===== src/rtl/bin2bcd_seq_if.sv =====
// Handshake and digit bus between the credit/price source, the converter and the display.
interface bin2bcd_seq_if #(
   parameter int BIN_W = 14
);
   logic             start;
   logic [BIN_W-1:0] bin;
   logic             busy;
   logic             done;
   logic             ovf;
   logic [3:0]       Dig1;
   logic [3:0]       Dig2;
   logic [3:0]       Dig3;
   logic [3:0]       Dig4;

   modport master (
      output start, bin,
      input  busy, done, ovf, Dig1, Dig2, Dig3, Dig4
   );

   modport slave (
      input  start, bin,
      output busy, done, ovf, Dig1, Dig2, Dig3, Dig4
   );
endinterface


===== src/rtl/bin2bcd_seq.sv =====
// Shift-add-3 binary to 4-digit BCD, one bit per clock; done/digits 15 cycles after start (BIN_W=14).
// No queuing: start is ignored while busy. Leading-zero blanking under LEADING_ZERO_BLANK_EN.
module bin2bcd_seq #(
   parameter int         BIN_W      = 14,
   parameter logic [3:0] BLANK_CODE = 4'hF
) (
   input logic          clk,
   input logic          clr,
   bin2bcd_seq_if.slave bus
);
   localparam int CNT_W = $clog2(BIN_W + 1);

   typedef enum logic [1:0] {IDLE, SHIFT, DONE} state_t;

   state_t           r_state;
   state_t           w_next_state;
   logic             w_accept;
   logic [BIN_W-1:0] r_sr;
   logic [15:0]      r_bcd;
   logic [CNT_W-1:0] r_cnt;
   logic             r_ovf_n;
   logic [15:0]      r_dig;
   logic             r_ovf;
   logic             r_done;
   logic [15:0]      w_adj;
   logic [15:0]      w_sat;
   logic [15:0]      w_res;

   always_ff @(posedge clk) begin
      if (!clr) begin
         r_state <= IDLE;
      end else begin
         r_state <= w_next_state;
      end
   end

   always_comb begin
      w_next_state = r_state;
      w_accept     = 1'b0;
      case (r_state)
         IDLE, DONE: begin
            if (bus.start) begin
               w_next_state = SHIFT;
               w_accept     = 1'b1;
            end else begin
               w_next_state = IDLE;
            end
         end
         SHIFT: begin
            if (r_cnt == CNT_W'(1)) begin
               w_next_state = DONE;
            end
         end
         default: w_next_state = IDLE;
      endcase
   end

   always_comb begin
      w_adj = r_bcd;
      for (int i = 0; i < 4; i++) begin
         if (r_bcd[4*i +: 4] >= 4'd5) begin
            w_adj[4*i +: 4] = r_bcd[4*i +: 4] + 4'd3;
         end
      end
   end

   // Out-of-range inputs saturate; the scratch may hold garbage nibbles then.
   assign w_sat = r_ovf_n ? 16'h9999 : r_bcd;

`ifdef LEADING_ZERO_BLANK_EN
   always_comb begin
      w_res = w_sat;
      if (w_sat[15:12] == 4'd0) begin
         w_res[15:12] = BLANK_CODE;
         if (w_sat[11:8] == 4'd0) begin
            w_res[11:8] = BLANK_CODE;
            if (w_sat[7:4] == 4'd0) begin
               w_res[7:4] = BLANK_CODE;
            end
         end
      end
   end
`else
   logic w_unused_blank;
   assign w_unused_blank = ^BLANK_CODE;
   assign w_res          = w_sat;
`endif

   always_ff @(posedge clk) begin
      if (!clr) begin
         r_sr    <= '0;
         r_bcd   <= '0;
         r_cnt   <= '0;
         r_ovf_n <= 1'b0;
         r_dig   <= '0;
         r_ovf   <= 1'b0;
         r_done  <= 1'b0;
      end else begin
         r_done <= 1'b0;
         if (w_accept) begin
            r_sr    <= bus.bin;
            r_bcd   <= '0;
            r_cnt   <= CNT_W'(BIN_W);
            r_ovf_n <= (32'(bus.bin) > 32'd9999);
         end else if (r_state == SHIFT) begin
            r_bcd <= {w_adj[14:0], r_sr[BIN_W-1]};
            r_sr  <= r_sr << 1;
            r_cnt <= r_cnt - 1'b1;
         end
         // Result registers read the finished scratch even if a new start reloads it on this edge.
         if (r_state == DONE) begin
            r_dig  <= w_res;
            r_ovf  <= r_ovf_n;
            r_done <= 1'b1;
         end
      end
   end

   assign bus.busy = (r_state == SHIFT);
   assign bus.done = r_done;
   assign bus.ovf  = r_ovf;
   assign bus.Dig1 = r_dig[15:12];
   assign bus.Dig2 = r_dig[11:8];
   assign bus.Dig3 = r_dig[7:4];
   assign bus.Dig4 = r_dig[3:0];
endmodule


===== src/flat_wrapper.sv =====
// flat-port wrapper written by rule: the top's interface ports become plain ports
module bin2bcd_seq_flat 
#(
   parameter int         BIN_W      = 14,
   parameter logic [3:0] BLANK_CODE = 4'hF
)
  (clk, clr, bus_start, bus_bin, bus_busy, bus_done, bus_ovf, bus_Dig1, bus_Dig2, bus_Dig3, bus_Dig4);
  bin2bcd_seq_if #(.BIN_W(BIN_W)) bus_i ();
  input logic clk;
  input logic clr;
  input wire logic [$bits(bus_i.start)-1:0] bus_start;
  input wire logic [$bits(bus_i.bin)-1:0] bus_bin;
  output wire logic [$bits(bus_i.busy)-1:0] bus_busy;
  output wire logic [$bits(bus_i.done)-1:0] bus_done;
  output wire logic [$bits(bus_i.ovf)-1:0] bus_ovf;
  output wire logic [$bits(bus_i.Dig1)-1:0] bus_Dig1;
  output wire logic [$bits(bus_i.Dig2)-1:0] bus_Dig2;
  output wire logic [$bits(bus_i.Dig3)-1:0] bus_Dig3;
  output wire logic [$bits(bus_i.Dig4)-1:0] bus_Dig4;
  assign bus_i.start = bus_start;
  assign bus_i.bin = bus_bin;
  assign bus_busy = bus_i.busy;
  assign bus_done = bus_i.done;
  assign bus_ovf = bus_i.ovf;
  assign bus_Dig1 = bus_i.Dig1;
  assign bus_Dig2 = bus_i.Dig2;
  assign bus_Dig3 = bus_i.Dig3;
  assign bus_Dig4 = bus_i.Dig4;
  bin2bcd_seq #(.BIN_W(BIN_W), .BLANK_CODE(BLANK_CODE)) u_core (.clk(clk), .clr(clr), .bus(bus_i));
endmodule

===== config.mk =====
export PLATFORM = sky130hd
export DESIGN_NAME = bin2bcd_seq_flat
export DESIGN_NICKNAME = d
export VERILOG_FILES = /design/src/rtl/bin2bcd_seq_if.sv /design/src/rtl/bin2bcd_seq.sv /design/src/flat_wrapper.sv
export SDC_FILE = /design/constraint.sdc
export NUM_CORES = 1
export LEC_CHECK = 0
export ABC_AREA = 1
export CAP_MARGIN = 10
export CORE_ASPECT_RATIO = 0.6
export CORE_MARGIN = 3
export CORE_UTILIZATION = 55
export CTS_CLUSTER_DIAMETER = 30
export DETAILED_ROUTE_END_ITERATION = 10
export PLACE_DENSITY = 0.8
export RECOVER_POWER = 50
export SKIP_LAST_GASP = 1
export SYNTH_ARGS = -nofsm -noshare
export SYNTH_HDL_FRONTEND = slang
export SYNTH_SLANG_ARGS = --single-unit

===== constraint.sdc =====
create_clock -name clk -period 2.1 [get_ports clk]
set_clock_uncertainty 0.1 [all_clocks]
set_input_delay 0.21 -clock clk [delete_from_list [all_inputs] [get_ports clk]]
set_output_delay 0.21 -clock clk [all_outputs]
set_load 0.03 [all_outputs]

Word level (Yosys, flattened, before mapping)
Index checks and enable logic that the tools add are counted.

word-level totals
  register bits after elaboration = 55
  input bits = 17
  output and inout port bits = 19
  word-level logic and storage cells = 43

operators by class
  $add $sub $neg = 5
  magnitude comparators = 5
  eq/ne operators = 4
  mux-type cells = 15
  bitwise gates (word level) = 1
  reduce and logical (&&, ||, !) cells = 4

operator list
  operator                                                                 number
  14-bit two-way mux                                                       2
  4-bit two-way mux                                                        5
  4-bit by 3-bit >= comparator with 1-bit output, second input constant    4
  16-bit two-way mux                                                       1
  14-bit greater-than comparator, second input constant                    1
  4-bit by 2-bit adder with 4-bit output, second input constant            3
  4-bit by 1-bit == test with 1-bit output, second input constant          1
  1-bit two-way mux                                                        4
  2-bit case mux with 2 select lines                                       1
  2-bit OR reduction                                                       2
  4-bit by 1-bit subtractor with 4-bit output, second input constant       1
  3-bit by 2-bit adder with 3-bit output, second input constant            1
  3-bit two-way mux                                                        1
  2-bit by 1-bit == test with 1-bit output, second input constant          1
  2-bit == test, second input constant                                     1
  2-bit zero test                                                          1
  2-bit two-way mux                                                        1
  2-bit by 1-bit inequality test with 1-bit output, second input constant  1
  2-bit nonzero test                                                       1
  1-bit NOT                                                                1

Logic depth before layout (Yosys ltp)
Gate-level depths: netlist of the first run.

  depth in word-level cells = 4
  gate-level depth with buffers = 10
  mapped depth without buffers = 10

Worst setup path before layout of the first run
Ideal clock, no wire load.

  kind = reg2reg
  start point = register u_core.r_bcd[12]
  end point = register u_core.r_bcd[13]
  setup time = 0.109 ns
  data arrival time = 1.112 ns
  required time = 1.891 ns
  path slack = 0.779 ns
  stages on the path, launching flop included = 10
  buffers on the path = 0
  period minus slack after synthesis = 1.321 ns
  cells stage by stage = dfxtp_1 inv_1 ha_1 inv_1 o21ai_0 nand2_1 nand2_1 nand3_1 nand2_1 inv_1

between the ends
  cells in the longest elaborated chain, start to end = 2
  elaborated cells between the ends (all ways) = 3
  classes of those cells = add/sub (1); order compare (1); mux (1)

RTL lines
  what                                                                                                             RTL line                              RTL
  start, declared                                                                                                  bin2bcd_seq.sv:19                     logic [15:0] r_bcd;
  start signal, assigned                                                                                           bin2bcd_seq.sv:106                    r_bcd <= {w_adj[14:0], r_sr[BIN_W-1]};
  4-bit by 3-bit >= comparator with 1-bit output / 3-bit by 2-bit adder with 3-bit output (equally long branches)  bin2bcd_seq.sv:61, bin2bcd_seq.sv:62
  3-bit two-way mux *                                                                                              bin2bcd_seq.sv:61                     if (r_bcd[4*i +: 4] >= 4'd5) begin

Every way passes the cells marked *; elsewhere a longest branch is shown, timed or not.
A chain may end at the register's enable or synchronous reset.

Worst setup path in the final report of the first run
  start point = register u_core.r_state[1]
  end point = register u_core.r_dig[10]

between the ends
  cells in the longest elaborated chain, start to end = 1

RTL lines
  what                    RTL line            RTL
  start, declared         bin2bcd_seq.sv:15   state_t r_state;
  start signal, assigned  bin2bcd_seq.sv:33   r_state <= w_next_state;
  2-bit == test           bin2bcd_seq.sv:111  if (r_state == DONE) begin
  end signal, assigned    bin2bcd_seq.sv:112  r_dig <= w_res;
  end, declared           bin2bcd_seq.sv:22   logic [15:0] r_dig;

Every way passes these cells.

==> results of run 1 <==
==> through the flow <==
stage                     area, um^2  std cells  hold WS [ns]  power (uW)
final                           3060        453         0.337        2030
after floorplan                 2640        361         0.250        1370
after detailed placement        2990        445         0.358        1450
after CTS                       3090        453         0.337        2030
after global placement          2990        445         0.351        1440
after global routing            3060        453         0.355        2120
==> cells in the final DEF, fill, tap and decap left out <==
cell type         n
dfxtp_1          55
clkdlybuf4s50_1  35
o21ai_0          25
nand3_1          28
a31oi_1           1
inv_4             1
or2_2             1
nand2_4           1
inv_1            38
clkinv_1          1
nor2_4            1
buf_4             4
nor3_1            3
nor2_1           38
o2111a_1          1
clkinvlp_4        1
o21ai_1           4
nand2_1          86
clkinv_4          2
a21oi_1          34
nand2_2           2
o211ai_1          1
inv_2             1
nor3_2            9
ha_1             10
a21oi_2           3
a211oi_1          1
clkinv_2          1
clkbuf_8          5
==> layer usage <==
layer | share of wire (%) | track usage (%)
met1 | 49 | 31.8
met2 | 44 | 33.6
met3 | 5.7 | 4.91
met4 | 0.85 | 5.67
met5 | 0 | 0
==> sequential cells by signal, indices dropped and copies added (netlist names) <==
register / flops
u_core.r_ovf_n: 1
u_core.r_bcd: 16
u_core.r_dig: 16
u_core.r_sr: 14
u_core.bus.done: 1
u_core.r_cnt: 4
u_core.bus.ovf: 1
u_core.r_state: 2
==> report_power, final <==
| part | leakage [uW] | internal [uW] | total, uW | switching (uW) |
|---|---|---|---|---|
| clock network | 0.0000443 | 239 | 604 | 365 |
| registers | 0.000448 | 1090 | 1130 | 38.0 |
| logic | 0.000769 | 112 | 293 | 181 |
| total | 0.00126 | 1440 | 2030 | 584 |
==> cell families (layout without fill, tap and decap cells) <==
logic type / Yosys count / in the layout / synth area share [%]
adders and majority gates: 10 / 10 / 4.74
DFF: 55 / 55 / 41.7
AOI/OAI and AO/OA: 70 / 70 / 14.4
buffers and inverters: 57 / 89 / 10.0
and+or+nand+nor: 169 / 169 / 29.2
==> final timing paths <==
kind / from / cells past startpoint / slack (ns) / endpoint
worst max-delay path: u_core.r_state[1]$_SDFFE_PN0P_ / 6 / 0.25 / u_core.r_dig[10]$_SDFFE_PN0N_
worst min-delay path: bus_bin[3] / 3 / 0.34 / u_core.r_sr[3]$_SDFFE_PN0P_
worst max register to register: u_core.r_state[1]$_SDFFE_PN0P_ / 6 / 0.25 / u_core.r_dig[10]$_SDFFE_PN0N_
worst min register to register: u_core.r_dig[9]$_SDFFE_PN0N_ / 2 / 0.37 / u_core.r_dig[9]$_SDFFE_PN0N_
==> layout make-up <==
class | instances | area (um^2) | area share [%]
Clock inverter | 3 | 25.0 | 0.817
Timing Repair Buffer | 39 | 380 | 12.4
Clock buffer | 5 | 68.8 | 2.25
Multi-Input combinational cell | 249 | 1250 | 40.8
Inverter | 42 | 161 | 5.27
Sequential cell | 55 | 1100 | 35.9
Tap cell | 60 | 75.1 | 2.45
==> worst reg2reg max path: stages (launching register included) <==
cell	delay (ns)
dfxtp_1	0.32
inv_1	0.05
nor2_1	0.55
inv_4	0.22
nor2_4	0.31
nand2_1	0.09
a21oi_1	0.14
==> qor.csv, run 1 <==
stage,metric,value,unit
detailed_routing,ant_nets,0,
min_path,hp-class,in2reg,
power_and_ir_drop,vdd_drop_max,0.000383,V
sta,setup_viol,0,
worst_setup_path,worstSetupPathType,reg2reg,
floorplan,io_pins,36,
worst_setup_path,cp_cell_sequence,inv_1 -> nor2_1 -> inv_4 -> nor2_4 -> nand2_1 -> a21oi_1,
outcome,status,finished clean,
floorplan,die_area,5700,um^2
cells_and_area,area_growth_syn_to_layout,16.0,%
worst_setup_path,critPathTopFamily,simple AND/OR/NAND/NOR gates,
cells_and_area,n_antenna_cell,0,
yosys,seq_area_frac_synth,41.7,%
yosys,synth_area,2640,um^2
floorplan,fp.dieH,59.7,um
yosys,yosysMostFrequentCell,nand2_1,
place,hpwl,4.21,mm
global_route,grt_use_total,22.0,%
clocking,clk-insertion-delay-late,0.32,ns
yosys,synth_top_area_share,41.7,%
clocking,cts_buffers,5,
cells_and_area,fillCellCount,378,
detailed_routing,num_vias,2347,
yosys,synth_area_per_cell,7.32,um^2
worst_setup_path,cp_data_required_time,2.25,ns
global_route,overflow,0,
sta,slew_headroom,52.0,%
place,place_ws,0.389,ns
yosys,synth-main-ff-cell,dfxtp_1,
run,cap_viol_max_count,0,
sta,fin_ws,0.251,ns
worst_setup_path,critPathArrivalTime,1.99,ns
sta,fmax,541,MHz
clocking,cts_tree,yes,
place,io_buffers,35,
yosys,synthCells,361,
clocking,cts_root_buffer,clkbuf_8,
sta,period_share,88.0,%
power_and_ir_drop,p_per_area,662,nW/um^2
detailed_routing,wirelength,5.86,mm
yosys,ys_top_cells_by_area,"dfxtp_1, nand2_1, a21oi_1, inv_1, nand3_1",
sta,min_period,1.85,ns
clocking,numClockSinks,55,
power_and_ir_drop,p_leak,0.00126,uW
detailed_routing,dr.pass1.iters,4,
clocking,cts_setup_buffers,0,
yosys,synthTopCellsByCount,"nand2_1, dfxtp_1, inv_1, nor2_1, a21oi_1",
yosys,syn_nets,388,
clocking,path_clk_slew,0.10,ns
clocking,cts_buffer_depth,2,
yosys,synth_edf_count,0,
sta,fin_setup_tns,0,ns
detailed_routing,drc,0,
worst_setup_path,cp-start-kind,register,
place,gp_congestion,0.838,
clocking,postCtsResizedCells,0,
worst_setup_path,critPathSlowestCell,nor2_1,
detailed_routing,dr.first_iter.drc_count,124,
floorplan,core,4370,um^2
clocking,cts-htree-levels,2,
detailed_routing,drt-vias-per-instance,5.18,
yosys,synth_top_area_cell,dfxtp_1,
worst_setup_path,path_max_fanout,17,
sta,tightest_slew,0.718,ns
worst_setup_path,path_buf_inv,2,
floorplan,rows,18,
global_route,grt_pass1_vias,2093,
sta,final-max-slew-violation-count,0,
worst_setup_path,end_kind,register,
yosys,synth_cell_types,28,
global_route,antenna_found_initial,0,
sta,hold_violations,0,
detailed_routing,wire_per_inst,12.9,um
global_route,grt_pass1_wl,9.70,mm
yosys,ys_warn_count,0,
cells_and_area,drive_gt1_share,8.14,%
clocking,hold_buffers,0,
cells_and_area,num-nets-final,419,
yosys,async_reset_ff_share,0,%
floorplan,initial_core_util,60.5,%
cells_and_area,post-route-util,70.1,%
floorplan,die_w,95.5,um
sta,rsz0062_at_grt,false,
yosys,synth_seq_cells,55,
global_route,grt_max_degree,32,
worst_setup_path,slowest_delay,0.55,ns
Power figures use the tool's default switching activity.
==> inputs of run 2 (changes only) <==
Settings changed: CTS_CLUSTER_SIZE set to 30.
==> results of run 2 <==
Final layout, timing and power as in run 1 (identical DEF).
==> inputs of run 3 (changes only) <==
Settings changed: TNS_END_PERCENT set to 30.
==> results of run 3 <==
Final layout, timing and power as in run 1 (identical DEF).
